[src/rtl/led_display_engine.sv]
// Front-panel LED engine: log rate bar / cylon scanner in the low region,
// pulse-stretched event flashes in the high region, global PWM brightness.

module led_flash_stretch #(
    parameter int CYCLES = 4
) (
    input  logic clock,
    input  logic reset,
    input  logic event_i,
    output logic flash_o
);
    localparam int CW = $clog2(CYCLES + 1);

    logic [CW-1:0] cnt_q;

    // A new event reloads the full stretch, so retriggers extend the flash.
    always_ff @(posedge clock) begin
        if (reset) begin
            cnt_q <= '0;
        end else if (event_i) begin
            cnt_q <= CW'(CYCLES);
        end else if (cnt_q != '0) begin
            cnt_q <= cnt_q - CW'(1);
        end
    end

    assign flash_o = (cnt_q != '0);
endmodule

module led_display_engine #(
    parameter int BAR_WIDTH    = 8,
    parameter int N_FLASH      = 8,
    parameter int INC_WIDTH    = 11,
    parameter int FLASH_CYCLES = 4000000,
    parameter int SCAN_DIV     = 2000000,
    parameter int GATE_CYCLES  = 40079000,
    parameter int PWM_BITS     = 4
) (
    input  logic                         clock,
    input  logic                         reset,
    input  logic [2:0]                   mode_i,
    input  logic [PWM_BITS-1:0]          brightness_i,
    input  logic [N_FLASH-1:0]           event_i,
    input  logic [INC_WIDTH-1:0]         increment_i,
    input  logic                         auto_clear_i,
    output logic [31:0]                  rate_o,
    output logic                         rate_valid_o,
    output logic [BAR_WIDTH+N_FLASH-1:0] led_o
);
    localparam int N_LEDS = BAR_WIDTH + N_FLASH;
    localparam int GW     = (GATE_CYCLES > 1) ? $clog2(GATE_CYCLES) : 1;
    localparam int SW     = (SCAN_DIV > 1) ? $clog2(SCAN_DIV) : 1;
    localparam int PW     = (BAR_WIDTH > 1) ? $clog2(BAR_WIDTH) : 1;

    typedef enum logic [2:0] {
        M_OFF    = 3'd0,
        M_NORMAL = 3'd1,
        M_CYLON  = 3'd2,
        M_AUTO   = 3'd3,
        M_TEST   = 3'd4
    } mode_e;

    typedef enum logic {
        DIR_UP   = 1'b0,
        DIR_DOWN = 1'b1
    } dir_e;

    logic [N_FLASH-1:0] flash;

    genvar k;
    generate
        for (k = 0; k < N_FLASH; k++) begin : g_flash
            led_flash_stretch #(.CYCLES(FLASH_CYCLES)) u_flash (
                .clock   (clock),
                .reset   (reset),
                .event_i (event_i[k]),
                .flash_o (flash[k])
            );
        end
    endgenerate

    logic [31:0]   acc_q;
    logic [31:0]   rate_q;
    logic          rate_vld_q;
    logic [GW-1:0] gate_q;
    logic [32:0]   acc_sum;
    logic [31:0]   acc_d;
    logic          gate_last;

    assign acc_sum   = {1'b0, acc_q} + 33'(increment_i);
    assign acc_d     = acc_sum[32] ? 32'hFFFF_FFFF : acc_sum[31:0];
    assign gate_last = (gate_q == GW'(GATE_CYCLES - 1));

    // The terminal cycle's increment is folded into the published rate,
    // so each window covers exactly GATE_CYCLES increments.
    always_ff @(posedge clock) begin
        if (reset) begin
            acc_q      <= '0;
            rate_q     <= '0;
            rate_vld_q <= 1'b0;
            gate_q     <= '0;
        end else begin
            rate_vld_q <= gate_last;
            if (gate_last) begin
                rate_q <= acc_d;
                acc_q  <= '0;
                gate_q <= '0;
            end else begin
                acc_q  <= acc_d;
                gate_q <= gate_q + GW'(1);
            end
        end
    end

    assign rate_o       = rate_q;
    assign rate_valid_o = rate_vld_q;

    // Bit i of the thermometer is lit when rate >= 2^i, i.e. bit-length > i.
    logic [BAR_WIDTH-1:0] bar_d;
    logic [BAR_WIDTH-1:0] bar_q;

    always_comb begin
        bar_d = '0;
        for (int i = 0; i < BAR_WIDTH; i++) begin
            bar_d[i] = ((rate_q >> i) != 32'd0);
        end
    end

    always_ff @(posedge clock) begin
        if (reset) begin
            bar_q <= '0;
        end else begin
            bar_q <= bar_d;
        end
    end

    logic [SW-1:0] div_q;
    logic [PW-1:0] pos_q;
    dir_e          dir_q;
    logic          step;

    assign step = (div_q == SW'(SCAN_DIV - 1));

    always_ff @(posedge clock) begin
        if (reset) begin
            div_q <= '0;
            pos_q <= '0;
            dir_q <= DIR_UP;
        end else begin
            div_q <= step ? '0 : div_q + SW'(1);
            if (step && BAR_WIDTH > 1) begin
                if (dir_q == DIR_UP) begin
                    if (pos_q == PW'(BAR_WIDTH - 1)) begin
                        dir_q <= DIR_DOWN;
                        pos_q <= pos_q - PW'(1);
                    end else begin
                        pos_q <= pos_q + PW'(1);
                    end
                end else begin
                    if (pos_q == '0) begin
                        dir_q <= DIR_UP;
                        pos_q <= pos_q + PW'(1);
                    end else begin
                        pos_q <= pos_q - PW'(1);
                    end
                end
            end
        end
    end

    logic [BAR_WIDTH-1:0] scan;
    assign scan = BAR_WIDTH'(1) << pos_q;

    // Clear beats a coincident increment so a resync always re-arms the scanner.
    logic seen_q;

    always_ff @(posedge clock) begin
        if (reset || auto_clear_i) begin
            seen_q <= 1'b0;
        end else if (increment_i != '0) begin
            seen_q <= 1'b1;
        end
    end

    logic [PWM_BITS-1:0] pwm_q;
    logic                pwm_en;

    always_ff @(posedge clock) begin
        if (reset) begin
            pwm_q <= '0;
        end else begin
            pwm_q <= pwm_q + PWM_BITS'(1);
        end
    end

    assign pwm_en = (&brightness_i) || (pwm_q < brightness_i);

    logic [N_LEDS-1:0] comp_d;
    logic [N_LEDS-1:0] led_d;
    logic [N_LEDS-1:0] led_q;

    always_comb begin
        comp_d = '0;
        case (mode_i)
            M_NORMAL: comp_d = {flash, bar_q};
            M_CYLON:  comp_d = {flash, scan};
            M_AUTO:   comp_d = {flash, (seen_q ? bar_q : scan)};
            M_TEST:   comp_d = '1;
            default:  comp_d = '0;
        endcase
        led_d = comp_d & {N_LEDS{pwm_en}};
    end

    always_ff @(posedge clock) begin
        if (reset) begin
            led_q <= '0;
        end else begin
            led_q <= led_d;
        end
    end

    assign led_o = led_q;
endmodule

[config.mk]
export PLATFORM = sky130hd
export DESIGN_NAME = led_display_engine
export DESIGN_NICKNAME = d
export VERILOG_FILES = /design/src/rtl/led_display_engine.sv
export SDC_FILE = /design/constraint.sdc
export NUM_CORES = 1
export LEC_CHECK = 0
export ABC_CLOCK_PERIOD_IN_PS = 5950
export CAP_MARGIN = 5
export CORE_MARGIN = 2
export CORE_UTILIZATION = 50
export CTS_BUF_LIST = sky130_fd_sc_hd__clkbuf_8
export CTS_CLUSTER_DIAMETER = 40
export DETAILED_ROUTE_END_ITERATION = 8
export PLACE_DENSITY = 0.68
export SYNTH_ARGS = -nofsm -noshare
export SYNTH_HDL_FRONTEND = slang
export SYNTH_HIERARCHICAL = 1
export SYNTH_SLANG_ARGS = --single-unit
[constraint.sdc]
create_clock -name clock -period 5.95 [get_ports clock]
set_input_delay 1.19 -clock clock [delete_from_list [all_inputs] [get_ports clock]]
set_output_delay 1.19 -clock clock [all_outputs]
set_load 0.005 [all_outputs]
==> summary.txt <==
routed wl met3 - 1.74 mm
I/O pins - 78
clk root buf - clkbuf_8
DR top layer - met5
most common cell after layout, fill and taps aside - dfxtp_1
Worst slew margin - 18.3%
DRT Pass-1 Iters - 5
RSZ-0062 raised after global routing - no
min-delay src - div_q[0]$_SDFF_PP0_
syn_area_per_cell - 8.64 sq um
crit path launch - increment_i[0]
Vert. Die Dim - 185 um
hpwl dp - 24.9 mm
min cycle time layout - 3.89 ns
clock transition at the registers of the reported paths - 0.06 ns
Setup-failing EPs final - 0
initial antenna violation count - 2
reg2reg start - gate_q[6]$_SDFF_PP0_
cell count of the worst hold path - 1
VDD IR max - 0.186 mV
post-synth net total - 1,962
H-tree levels - 2
CP Class - primary input to register
final setup TNS - 0 ns
Post-CTS Hold Fix Bufs - 0
cell area after layout - 18,600 sq um
layout cells sized above 1 - 9.30%
vias per inst - 5.82
starting density of the core - 50.5%
drt total wl - 37.3 mm
nets@finish - 2,011
most frequent cells in the layout - dfxtp_1, nand2_1, nor2_1, a21oi_1, or3_1
Period Utilization, post-route - 65.4%
pwr dens - 328 nW/um^2
WP buf/inv - 1
DRC errors left - 0
DRT iter0 DRCs - 772
global-route wire length before repair - 62.0 mm
vias in the first global route - 13,300
number of buffers added on ports - 77
fmax - 257 MHz
CTS tree - built
clock buffer depth - 3
Slew @ Worst Pin - 1.22 ns
num rows - 66
Setup Buffers After CTS - 0
asr flop ratio synth - 0%
Max Cap Viol - 0
leakage - 6.82 nW
post-synthesis sequential area ratio - 39.3%
CP cell instances - clkdlybuf4s50_1, ha_1, fa_1, a21o_1, a221oi_4, o211a_4, or2_1, nand2_1, mux2i_1, a211oi_1
routed len/inst - 15.3 um
Die X - 185 um
terminus of the critical flop-to-flop path - rate_o[30]$_SDFFE_PP0P_
Slew Limit Fails - 0
Worst setup EP type - register
clock sinks - 321
Antenna Violating Nets Remaining - 0
Critical Path RT - 6.37 ns
clock skew - 0.0226 ns
WP data arrival - 4.31 ns
R2R setup slack - 2.80 ns
Cell Area, Synth - 16,400 sq um
R2R depth - 7
total CTS buffers - 60
run status - completed
Synth cell types - 67
gr usage total - 21.5%
Post-synth EDFFs - 0
vias post-DR - 14,200
Synth-to-Final Area Change - 13.9%
Hold EP - div_q[0]$_SDFF_PP0_
Skew-Pair Late Insertion Delay - 0.60 ns
crit-path max FO - 23
Crit-path slowest cell - or2_1
Startpoint Class - primary input
Routed met2 length - 17.4 mm
register bit total from synthesis - 321
die area - 34,200 sq um
CP delay by family, top - compound AO/OA/AOI/OAI gates
HP Class - register to register
Placer Congestion - 0.873
Post-Synthesis Cells - 1,892
Resized cells post-CTS - 0
routed length on met1 - 17.6 mm
Synth Warn # - 6
core footprint - 32,400 sq um
ys flop type - dfxtp_1
GRT overflow - 0
Cell Area, Placed - 17,200 sq um
CP peak stage delay - 0.71 ns
largest net degree at the start of global routing - 58
final hold violations - 0
## sequential cells by signal, indices dropped and copies added (netlist names)
name and flops:
acc_q 32, bar_q 8, dir_q 1, div_q 21, g_flash.u_flash/cnt_q 176, gate_q 26, led_o 16, pos_q 3
pwm_q 4, rate_o 32, rate_valid_o 1, seen_q 1
## stage by stage
| step | util [%] | worst slack, ns | hold slack (ns) | std cells | power (mW) |
|---|---|---|---|---|---|
| 5_1_grt | 57.5 | 1.96 | 0.484 | 2432 | 6.43 |
| 2_1_floorplan | - | 2.58 | 0.413 | 1892 | 3.45 |
| 4_1_cts | 57.5 | 2.13 | 0.444 | 2432 | 6.16 |
| 3_5_place_dp | 53.1 | 1.49 | 0.435 | 2321 | 3.70 |
| 6_report | 57.5 | 2.06 | 0.446 | 2433 | 6.11 |
| 3_3_place_gp | 53.1 | 1.61 | 0.422 | 2321 | 3.66 |
## worst max-delay path by stage
| stage | to | slack, ns | depth (start not counted) |
|---|---|---|---|
| 5_1_grt | rate_o[29]$_SDFFE_PP0P_ | 1.96 | 10 |
| 4_1_cts | rate_o[31]$_SDFFE_PP0P_ | 2.13 | 10 |
| 6_report | rate_o[31]$_SDFFE_PP0P_ | 2.06 | 10 |
| 3_5_place_dp | rate_o[31]$_SDFFE_PP0P_ | 1.49 | 10 |
| 3_3_place_gp | rate_o[31]$_SDFFE_PP0P_ | 1.61 | 10 |
| 2_1_floorplan | rate_o[27]$_SDFFE_PP0P_ | 2.58 | 9 |
## metal layers
layer / GRT usage [%] / vias up
li1: - / 7156
met1: 28.3 / 6686
met2: 36.2 / 269
met3: 3.93 / 59
met4: 5.46 / 2
met5: 0 / -
## power by group
part / internal, mW / leakage (nW) / total [mW] / switching [mW]
registers: 2.30 / 2.63 / 2.43 / 0.135
clock network: 1.48 / 0.772 / 2.44 / 0.961
logic: 0.480 / 3.42 / 1.23 / 0.753
## cell families (layout without fill, tap and decap cells)
logic type / Yosys count / after routing / share of synthesized area, %
AO/OA/AOI/OAI: 472 / 472 / 18.9
flip-flops: 321 / 321 / 39.3
multiplexers: 49 / 49 / 3.00
buffers and inverters: 157 / 255 / 4.80
other: 0 / 1 / 0
AND/OR/NAND/NOR: 800 / 800 / 28.0
XOR/XNOR: 52 / 52 / 2.79
adder cells (fa/ha/maj): 41 / 41 / 3.18
## cells in the mapped netlist, types with 14 or more instances
cell type / number / area (sq um)
nand3_1: 52 / 260
dfxtp_1: 321 / 6430
buf_6: 20 / 225
a21oi_1: 150 / 751
o21ai_0: 82 / 410
xnor2_1: 20 / 175
nand2_1: 172 / 646
or4_1: 66 / 495
a2111o_1: 24 / 270
ha_1: 40 / 500
a31oi_1: 54 / 338
a21boi_1: 16 / 120
nand3b_1: 24 / 180
nor4_1: 26 / 163
and4_1: 14 / 123
and3_1: 22 / 138
xor2_1: 32 / 280
nor3_1: 40 / 200
mux2i_1: 49 / 490
clkbuf_1: 53 / 199
nor4_4: 19 / 404
inv_1: 57 / 214
or3_1: 85 / 532
or2_2: 17 / 106
o31ai_1: 51 / 383
a211oi_1: 15 / 113
nor2_1: 172 / 646
nand4_1: 31 / 194
## area by class of cell
class	instances	area [sq um]
Fill cell	2919	13800
Multi-Input combinational cell	1414	9150
Sequential cell	321	6430
Clock buffer	81	1110
Timing Repair Buffer	86	836
Tap cell	442	553
Clock inverter	30	309
Inverter	58	223
Antenna cell	1	2.50
No activity file was read; power rests on OpenSTA's default activity.
